File: src/rtl/parity_checker_rx_if.sv
// -----------------------------------------------------------------------------
// parity_checker_rx_if
//   Bundles the serial-link side and the word/statistics side of the receive
//   parity checker so the checker and its surroundings connect through one port.
//
//   Link side (driven by master):
//     bit_valid  - bit_in/sof are meaningful this cycle
//     bit_in     - serial data or parity bit
//     sof        - first data bit of a frame (qualified by bit_valid)
//     clr_stats  - synchronous clear of err_count/err_sticky
//   Consumer side (driven by slave, the checker):
//     data_out   - last completed word, held until the next completion
//     data_valid - one-cycle pulse when data_out/parity_err update
//     parity_err - parity mismatch for the current data_out
//     err_count  - saturating count of parity errors
//     err_sticky - set on any parity error until rst/clr_stats
//     busy       - a frame is being received
// -----------------------------------------------------------------------------
interface parity_checker_rx_if #(
  parameter int DATA_W = 8,
  parameter int CNT_W  = 8
);
  logic              bit_valid;
  logic              bit_in;
  logic              sof;
  logic              clr_stats;
  logic [DATA_W-1:0] data_out;
  logic              data_valid;
  logic              parity_err;
  logic [CNT_W-1:0]  err_count;
  logic              err_sticky;
  logic              busy;

  // Link front-end / environment view.
  modport master (
    output bit_valid, bit_in, sof, clr_stats,
    input  data_out, data_valid, parity_err, err_count, err_sticky, busy
  );

  // Checker view.
  modport slave (
    input  bit_valid, bit_in, sof, clr_stats,
    output data_out, data_valid, parity_err, err_count, err_sticky, busy
  );
endinterface : parity_checker_rx_if

File: src/rtl/parity_checker_rx.sv
// -----------------------------------------------------------------------------
// parity_checker_rx
//   Receive-side parity checker. A frame is DATA_W serial data bits (LSB first)
//   followed by one parity bit. The data word is reassembled, its parity is
//   recomputed and compared with the received parity bit. The word is presented
//   with a one-cycle valid pulse and an error flag; error statistics are kept.
//
//   Ports:
//     clk  - rising-edge clock
//     rst  - synchronous reset, active-high
//     bus  - parity_checker_rx_if.slave (link inputs, word and stats outputs)
//
//   Parameters:
//     DATA_W - data bits per frame (>= 2)
//     ODD    - 0: even parity (bit = ^data); 1: odd parity (bit = ~^data)
//     CNT_W  - width of the saturating error counter
// -----------------------------------------------------------------------------
module parity_checker_rx #(
  parameter int DATA_W = 8,
  parameter int ODD    = 0,
  parameter int CNT_W  = 8
) (
  input  logic                  clk,
  input  logic                  rst,
  parity_checker_rx_if.slave    bus
);

  localparam int              IDX_W    = (DATA_W > 2) ? $clog2(DATA_W) : 1;
  localparam logic [IDX_W-1:0] LAST_IDX = IDX_W'(DATA_W - 1);
  localparam logic            ODD_BIT  = (ODD != 0);
  localparam logic [CNT_W-1:0] CNT_MAX  = {CNT_W{1'b1}};

  typedef enum logic [1:0] {
    IDLE   = 2'd0,
    DATA   = 2'd1,
    PARITY = 2'd2
  } state_e;

  state_e            state_q,      state_d;
  logic [DATA_W-1:0] shift_q,      shift_d;
  logic [IDX_W-1:0]  idx_q,        idx_d;
  logic [DATA_W-1:0] data_out_q,   data_out_d;
  logic              data_valid_q, data_valid_d;
  logic              parity_err_q, parity_err_d;
  logic [CNT_W-1:0]  err_count_q,  err_count_d;
  logic              err_sticky_q, err_sticky_d;

  logic              frame_done;
  logic              frame_bad;
  logic              exp_parity;

  // Expected parity bit of the word currently held in the shift register.
  assign exp_parity = (^shift_q) ^ ODD_BIT;

  // ---------------------------------------------------------------------------
  // Next-state / datapath
  // ---------------------------------------------------------------------------
  always_comb begin
    // NOTE: every variable written here gets a default first, so no path can
    // leave one unassigned and infer a latch.
    state_d      = state_q;
    shift_d      = shift_q;
    idx_d        = idx_q;
    data_out_d   = data_out_q;
    data_valid_d = 1'b0;
    parity_err_d = parity_err_q;
    frame_done   = 1'b0;
    frame_bad    = 1'b0;

    if (bus.bit_valid) begin
      unique case (state_q)
        IDLE: begin
          // Non-sof bits between frames are dropped.
          if (bus.sof) begin
            shift_d    = '0;
            shift_d[0] = bus.bit_in;
            idx_d      = IDX_W'(1);
            state_d    = DATA;
          end
        end

        DATA: begin
          if (bus.sof) begin
            // Resync: the partial frame vanishes without a pulse or error,
            // and this bit starts the new frame.
            shift_d    = '0;
            shift_d[0] = bus.bit_in;
            idx_d      = IDX_W'(1);
          end else begin
            shift_d[idx_q] = bus.bit_in;
            if (idx_q == LAST_IDX) begin
              idx_d   = '0;
              state_d = PARITY;
            end else begin
              idx_d = idx_q + IDX_W'(1);
            end
          end
        end

        PARITY: begin
          // sof is ignored here: the bit is always the parity bit.
          frame_done   = 1'b1;
          frame_bad    = (bus.bit_in != exp_parity);
          parity_err_d = frame_bad;
          data_out_d   = shift_q;
          data_valid_d = 1'b1;
          state_d      = IDLE;
        end

        default: state_d = IDLE;
      endcase
    end
  end

  // ---------------------------------------------------------------------------
  // Error statistics. A clear wins over a simultaneous error, which is lost.
  // ---------------------------------------------------------------------------
  always_comb begin
    err_count_d  = err_count_q;
    err_sticky_d = err_sticky_q;
    if (bus.clr_stats) begin
      err_count_d  = '0;
      err_sticky_d = 1'b0;
    end else if (frame_done && frame_bad) begin
      err_sticky_d = 1'b1;
      if (err_count_q != CNT_MAX) begin
        err_count_d = err_count_q + CNT_W'(1);
      end
    end
  end

  // ---------------------------------------------------------------------------
  // State registers
  // ---------------------------------------------------------------------------
  // NOTE: sequential state uses non-blocking assignments so every flop samples
  // its pre-edge inputs regardless of statement order.
  always_ff @(posedge clk) begin
    // NOTE: the shift register is reset along with the control flops; it is a
    // handful of bits, and a clean restart keeps data_out predictable.
    if (rst) begin
      state_q      <= IDLE;
      shift_q      <= '0;
      idx_q        <= '0;
      data_out_q   <= '0;
      data_valid_q <= 1'b0;
      parity_err_q <= 1'b0;
      err_count_q  <= '0;
      err_sticky_q <= 1'b0;
    end else begin
      state_q      <= state_d;
      shift_q      <= shift_d;
      idx_q        <= idx_d;
      data_out_q   <= data_out_d;
      data_valid_q <= data_valid_d;
      parity_err_q <= parity_err_d;
      err_count_q  <= err_count_d;
      err_sticky_q <= err_sticky_d;
    end
  end

  // ---------------------------------------------------------------------------
  // Outputs
  // ---------------------------------------------------------------------------
  assign bus.data_out   = data_out_q;
  assign bus.data_valid = data_valid_q;
  assign bus.parity_err = parity_err_q;
  assign bus.err_count  = err_count_q;
  assign bus.err_sticky = err_sticky_q;
  assign bus.busy       = (state_q == DATA) || (state_q == PARITY);

endmodule : parity_checker_rx
File: src/flat_wrapper.sv
// flat-port wrapper written by rule: the top's interface ports become plain ports
module parity_checker_rx_flat 
#(
  parameter int DATA_W = 8,
  parameter int ODD    = 0,
  parameter int CNT_W  = 8
)
  (clk, rst, bus_bit_valid, bus_bit_in, bus_sof, bus_clr_stats, bus_data_out, bus_data_valid, bus_parity_err, bus_err_count, bus_err_sticky, bus_busy);
  parity_checker_rx_if #(.DATA_W(DATA_W), .CNT_W(CNT_W)) bus_i ();
  input  logic clk;
  input  logic rst;
  input wire logic [$bits(bus_i.bit_valid)-1:0] bus_bit_valid;
  input wire logic [$bits(bus_i.bit_in)-1:0] bus_bit_in;
  input wire logic [$bits(bus_i.sof)-1:0] bus_sof;
  input wire logic [$bits(bus_i.clr_stats)-1:0] bus_clr_stats;
  output wire logic [$bits(bus_i.data_out)-1:0] bus_data_out;
  output wire logic [$bits(bus_i.data_valid)-1:0] bus_data_valid;
  output wire logic [$bits(bus_i.parity_err)-1:0] bus_parity_err;
  output wire logic [$bits(bus_i.err_count)-1:0] bus_err_count;
  output wire logic [$bits(bus_i.err_sticky)-1:0] bus_err_sticky;
  output wire logic [$bits(bus_i.busy)-1:0] bus_busy;
  assign bus_i.bit_valid = bus_bit_valid;
  assign bus_i.bit_in = bus_bit_in;
  assign bus_i.sof = bus_sof;
  assign bus_i.clr_stats = bus_clr_stats;
  assign bus_data_out = bus_i.data_out;
  assign bus_data_valid = bus_i.data_valid;
  assign bus_parity_err = bus_i.parity_err;
  assign bus_err_count = bus_i.err_count;
  assign bus_err_sticky = bus_i.err_sticky;
  assign bus_busy = bus_i.busy;
  parity_checker_rx #(.DATA_W(DATA_W), .ODD(ODD), .CNT_W(CNT_W)) u_core (.clk(clk), .rst(rst), .bus(bus_i));
endmodule
File: config.mk
export PLATFORM = sky130hd
export DESIGN_NAME = parity_checker_rx_flat
export DESIGN_NICKNAME = d
export VERILOG_FILES = /design/src/rtl/parity_checker_rx_if.sv /design/src/rtl/parity_checker_rx.sv /design/src/flat_wrapper.sv
export SDC_FILE = /design/constraint.sdc
export NUM_CORES = 1
export LEC_CHECK = 0
export ABC_CLOCK_PERIOD_IN_PS = 1600
export CORE_MARGIN = 3
export CORE_UTILIZATION = 47
export DETAILED_ROUTE_END_ITERATION = 12
export GPL_TIMING_DRIVEN = 0
export PLACE_DENSITY = 0.76
export SYNTH_ARGS = -nofsm -noshare
export SYNTH_HDL_FRONTEND = slang
export SYNTH_SLANG_ARGS = --single-unit
File: constraint.sdc
create_clock -name clk -period 1.6 [get_ports clk]
set_input_delay 0.32 -clock clk [delete_from_list [all_inputs] [get_ports clk]]
set_output_delay 0.32 -clock clk [all_outputs]
set_load 0.005 [all_outputs]
==> reports/qor.csv <==
stage;metric;value;unit
layout;final net count;241;
drt;Post-Route WL;3900;um
floorplanning;standard-cell row count;20;
timing;fin. max-slew vios;0;
power;switching share of total power;0.258;
drt;via count;1527;
placement;GP Congestion;0.796;
timing;Period Utilization, post-route;1.15;
critical_path;Critical Path End Type;flop;
grt;largest net degree at the start of global routing;11;
yosys;Ys Warns;0;
hold_path;Hold Path Class;in -> reg;
grt;gr usage total;0.200;
timing;fmax;542;MHz
clock_network;clock root buffer;clkbuf_4;
layout;fraction of layout cells with a size suffix above 1;0.263;
clock_network;CTS tree;done;
clock_network;CTS Buf Count;5;
timing;setup ws final;-0.244;ns
yosys;sequential share of the synthesized area;0.409;
yosys;Unique masters post-synth;37;
clock_network;CTS Hold Bufs;0;
grt;vias in the first global route;1441;
power;clock share of power;0.328;
yosys;Synth Area in Simple Gates;0.217;
yosys;post-synthesis xor/xnor area fraction;0.0536;
yosys;ys async rst share;0;
clock_network;clock-pin slew on the worst setup and hold paths;0.10;ns
floorplanning;die height;63.7;um
drt;Pre-antenna DRT Iters;5;
clock_network;H-tree Lvls;2;
layout;most frequent cells in the layout;29 x nand2_1, 23 x a21oi_1, 21 x clkdlybuf4s50_1;
yosys;number of synthesized flops with an enable pin;0;
placement;Final HPWL DP;2580;um
critical_path;CP Max Fanout;4;
drt;initial drt markers;111;
clock_network;latest clock arrival within the worst-skew pair;0.33;ns
timing;skew final;0.00997;ns
timing;final hold vios;0;
yosys;Avg Cell Area, Syn;8.15;um2
grt;first-pass GRT wire length;6420;um
critical_path;critical path class;reg -> reg;
critical_path;worst path required time;1.88;ns
power;P_leak;0.774;nW
yosys;post-synthesis adder-cell area fraction;0.0560;
critical_path;CP Launch Type;flop;
yosys;mux cell area share after synthesis;0.0328;
yosys;largest family of logic cells by synthesized area;simple AND/OR/NAND/NOR gates;
clock_network;CTS Buffer Depth;2;
layout;area delta synth->final;37.3;%
drt;number of remaining DRC errors;0;
power;Power Internal;0.00116;W
timing;TNS Setup;-1.33;ns
hold_path;Hold Path Stages;2;
grt;GRT overflow;0;
yosys;Syn Inst Count;192;
power;P_sw;0.000404;W
drt;Post-DRT Antenna Nets;0;
floorplanning;Ports;26;
placement;Cell Area, Placed;0.00187;mm2
status;status;finished, violations left;
critical_path;cell count of the worst reg-to-reg path;5;
drt;vias per cell;5.61;
layout;Layout fillers;276;
floorplanning;Initial Utilization;0.504;
yosys;syn_nets;205;
timing;measured slew at the worst slew-check pin;0.524;ns
layout;commonest non-fill, non-tap cell in the layout;nand2_1;
drt;WL/cell;14.3;um
timing;Slew headroom;0.651;
grt;initial antenna violation count;0;
floorplanning;DIE AREA;0.00406;mm2
layout;number of diodes;0;
layout;cell area after layout;0.00215;mm2
critical_path;WP data arrival;2.12;ns
floorplanning;core area;0.00310;mm2
power;combinational power share;0.153;
timing;Tmin final;1.84;ns
power;Peak VDD IR;0.510;mV
power;PwrDens;730;mW/mm2
clock_network;clock sinks;32;
yosys;Mapped Area;0.00157;mm2
job;maxcap violations;0;
timing;RSZ-0062 raised after global routing;true;
timing;count of final setup violators;10;
yosys;compound-cell area share of the yosys netlist;0.190;
yosys;Yosys reg bits;32;
status;violated checks;negative setup slack;
placement;port bufs;24;
power;Sequential Power Share;0.519;
yosys;Main synth FF type;dfxtp_1;
floorplanning;DIE WIDTH;63.7;um
cells by family (layout without fill, tap and decap cells):
kind of cell | count (synthesis) | after routing
muxes | 5 | 5
adders and majority gates | 7 | 7
buffers and inverters | 16 | 52
AOI/OAI and AO/OA | 53 | 53
xor gates and xnor gates | 8 | 8
and+or+nand+nor | 71 | 71
DFF | 32 | 32
area by class of cell:
cell class	count	area, um2	share of cell area
plain buffers	9	46.3	0.0215
flip-flops and latches	32	657	0.306
clock buffers	7	65.1	0.0303
multi-input cells	144	1010	0.472
repair buffers	30	285	0.133
inverters	6	25.0	0.0116
well taps	44	55.1	0.0256
power by group through the flow:
stage                     combinational (W)  clock (W)  sequential [W]
after floorplan                    0.000119          0        0.000830
after global placement             0.000163          0        0.000831
after detailed placement           0.000172          0        0.000832
after CTS                          0.000211   0.000520        0.000812
after global routing               0.000262   0.000565        0.000815
final                              0.000241   0.000514        0.000814
flip-flops by register name, indices dropped and copies added, names as in the netlist:
register / flops
u_core.bus.data_out: 8
u_core.bus.parity_err: 1
u_core.shift_q: 8
u_core.state_q: 2
u_core.idx_q: 3
u_core.bus.data_valid: 1
u_core.bus.err_count: 8
u_core.bus.err_sticky: 1
critical path, cell delays in order, from the launching register on:
cell	delay, ns
dfxtp_2	0.36
xnor2_2	0.15
xnor3_2	0.47
xor2_2	0.18
or4_1	0.51
a21oi_2	0.13
worst paths after layout:
check                                       startpoint                 endpoint  slack (ns)
worst max-delay path                 u_core.shift_q[1]  u_core.bus.err_count[5]       -0.24
worst min-delay path                               rst   u_core.bus.data_out[2]        0.40
worst max register to register       u_core.shift_q[1]  u_core.bus.err_count[5]       -0.24
worst min register to register  u_core.bus.data_out[4]   u_core.bus.data_out[4]        0.46
cell usage after synthesis, types with 2 or more instances:
| master | count | area (um2) |
|---|---|---|
| dfxtp_1 | 32 | 641 |
| nand2_1 | 32 | 120 |
| a21oi_1 | 28 | 140 |
| nor2_1 | 12 | 45.0 |
| o21ai_0 | 11 | 55.1 |
| clkbuf_1 | 9 | 33.8 |
| ha_1 | 7 | 87.6 |
| inv_1 | 6 | 22.5 |
| nand3_1 | 6 | 30.0 |
| xnor2_1 | 5 | 43.8 |
| mux2i_1 | 4 | 40.0 |
| or3_1 | 4 | 25.0 |
| a31oi_1 | 3 | 18.8 |
| nor2b_1 | 3 | 18.8 |
| o31ai_1 | 3 | 22.5 |
| and2_1 | 2 | 12.5 |
| nand2b_1 | 2 | 12.5 |
| o21a_1 | 2 | 15.0 |
| or4_1 | 2 | 15.0 |
| xor2_1 | 2 | 17.5 |
per-stage QoR:
step / std cells / total power, W / hold WS, ns / utilization / setup WS [ns]
after floorplan: 192 / 0.000949 / 0.451 / - / -0.127
after global placement: 260 / 0.000995 / 0.441 / 0.604 / -0.752
final: 272 / 0.00157 / 0.401 / 0.692 / -0.244
after detailed placement: 260 / 0.00100 / 0.449 / 0.604 / -0.773
after CTS: 271 / 0.00154 / 0.395 / 0.660 / -0.204
after global routing: 272 / 0.00164 / 0.433 / 0.692 / -0.300
metal layers:
| layer | track usage | wire, um | vias to the layer above |
|---|---|---|---|
| li1 | - | - | 749 |
| met5 | 0 | 0 | - |
| met4 | 0.113 | 55 | 0 |
| met1 | 0.240 | 1660 | 716 |
| met3 | 0.0446 | 217 | 6 |
| met2 | 0.326 | 1970 | 56 |
what timing repair did:
action | in CTS | in global routing
resized for setup | 25 | 33
setup endpoints to repair | 24 | 36
gates cloned | 0 | 0
buffers inserted | 5 | 1
endpoints found under the hold margin | 0 | 0
pin swaps | 4 | 9
(Power assumes the default switching activity.)
==> RTL change: new RTL, same settings <==
Re-encode `state_e` (3 states) as one-hot, 3 bits wide.
--- a/src/rtl/parity_checker_rx.sv
+++ b/src/rtl/parity_checker_rx.sv
@@ -30,10 +30,10 @@
   localparam logic            ODD_BIT  = (ODD != 0);
   localparam logic [CNT_W-1:0] CNT_MAX  = {CNT_W{1'b1}};
 
-  typedef enum logic [1:0] {
-    IDLE   = 2'd0,
-    DATA   = 2'd1,
-    PARITY = 2'd2
+  typedef enum logic [2:0] {
+    IDLE   = 3'b001,
+    DATA   = 3'b010,
+    PARITY = 3'b100
   } state_e;
 
   state_e            state_q,      state_d;
Check against the original RTL: same outputs for any inputs over 10 cycles, from zero or initial values and one cycle with rst high; not proved beyond that.
==> RTL change against the original RTL <==
  * The flow still finishes with violations (negative setup slack)
  * Synthesized area is 3.9% higher
  * Routed wire length is 3.1% higher
  * Non-clock buffer count is 3 higher
  * Worst hold slack worse by 0.061 ns
  * Worst setup slack worse by 0.12 ns
  * Highest routed layer unchanged
  * Power is 6.8% lower
  * Design area is 1.7% higher
  * Sequential cell count is 1 higher
  * Sequential share of layout area is 0.73 points higher
==> RTL change: results (changes against the original RTL) <==
* Outcome: complete, but fails checks (unchanged)
* Violated checks: negative setup slack (unchanged)
* WL/cell at 14.27 um (was 14.35 um)
* Worst setup startpoint: u_core.shift_q[3]$_SDFFE_PP0P_ (was u_core.shift_q[1]$_SDFFE_PP0P_)
* M1 WL at 1.880 mm (was 1.661 mm)
* GRT Total Usage at 20.92% (was 19.96%)
* Met3 GRT Util at 4.853% (was 4.456%)
* Grt met2 use at 33.21% (was 32.59%)
* YS warnings at 0 (unchanged)
* Post-DP Area at 0.001929 sq mm (was 0.001874 sq mm)
* Total vias in the final route at 1591 (was 1527)
* Worst Setup Slack, final at -0.3612 ns (was -0.2441 ns)
* Root buf cell: clkbuf_4 (unchanged)
* Worst setup path endpoint: u_core.bus.err_count[3]$_SDFFE_PP0P_ (was u_core.bus.err_count[5]$_SDFFE_PP0P_)
* Clock Skew at 0.01075 ns (was 0.009974 ns)
* DRC marker count from the first detailed-route iteration at 122 (was 111)
* # Post-CTS Setup Buffers at 3 (was 5)
* Crit-path max FO at 5 (was 4)
* Netlist cell types at 39 (was 37)
* Reg clk slew, reported paths at 0.11 ns
* Layout cells sized above 1 at 23.53% (was 26.32%)
* Worst hold path stage count at 3 (was 2)
* Setup_tns at -2.603 ns (was -1.326 ns)
* Final setup fails at 11 (was 10)
* Crit path DAT at 2.25 ns (was 2.12 ns)
* Detail Placement HPWL at 2.657 mm (was 2.582 mm)
* Synth top area cells: dfxtp_1, a21oi_1, nand2_1, nor2_1, xnor2_1 (was dfxtp_1, a21oi_1, nand2_1, ha_1, o21ai_0)
* Pre-antenna DRT Iters at 4 (was 5)
* First-pass GRT wire length at 6.858 mm (was 6.417 mm)
* Syn_nets at 210 (was 205)
* Slowest CP cell: or4_4 (was or4_1)
* Hold worst-path end: u_core.state_q[0]$_SDFFE_PP1P_ (was u_core.bus.data_out[2]$_SDFFE_PP0P_)
* Largest net degree at the start of global routing at 12 (was 11)
* Final net count at 246 (was 241)
* Final Wtd Congestion at 0.8385 (was 0.7964)
* Met1 Use GR at 26.00% (was 23.98%)
* Top Family by Delay on Critical Path: XOR/XNOR gates (unchanged)
* FF-to-FF path depth at 6 (was 5)
* Met2 Routed Length at 1.888 mm (was 1.967 mm)
* Met3 WL at 170 um (was 217 um)
* Final hold slack at 0.3402 ns (was 0.4009 ns)
* Hold Crit Start: bus_bit_valid (was rst)
* Sequential fraction of the synthesis area at 40.62% (was 40.93%)
* Post-CTS Resized at 35 (was 25)
* Max-slew headroom at 70.02% (was 65.10%)
* Maximum vdd drop at 0.5178 mV (was 0.5096 mV)
* CP max stage delay at 0.47 ns (was 0.51 ns)
* P_leak at 0.7651 nW (was 0.7741 nW)
* Port Buf Inserts at 23 (was 24)
* Worst min path class: in2reg (unchanged)
* Synth top cells by count: dfxtp_1, a21oi_1, nand2_1 (was dfxtp_1, nand2_1, a21oi_1)
* Vias in the first global route at 1528 (was 1441)
[RTL change: through the flow]
step,worst slack (ns),instances
after floorplan,-0.2611,201
after global placement,-0.8593,268
after detailed placement,-0.8811,268
after CTS,-0.3777,279
after global routing,-0.4273,282
final,-0.3612,282
[RTL change: final cells by class]
type | count | area [sq um]
inverters | 1 | 3.754
multi-input cells | 154 | 1037
clock inverters | 3 | 17.52
clock buffers | 5 | 37.54
plain buffers | 12 | 67.56
well taps | 44 | 55.05
fillers | 288 | 992.2
flip-flops and latches | 33 | 684.4
repair buffers | 30 | 282.8
[RTL change: report_power, final]
part           leakage, nW  internal (W)  switching, W
clock               0.0310      0.000165      0.000300
sequential           0.274      0.000826     0.0000139
combinational        0.461     0.0000702     0.0000871
[RTL change: kinds of logic after synthesis]
kind of cell / synth area share [%]
AOI/OAI and AO/OA: 21.23
xor gates and xnor gates: 5.692
adders and majority gates: 2.308
buffers and inverters: 3.769
DFF: 40.62
muxes: 0.6154
and+or+nand+nor: 25.77
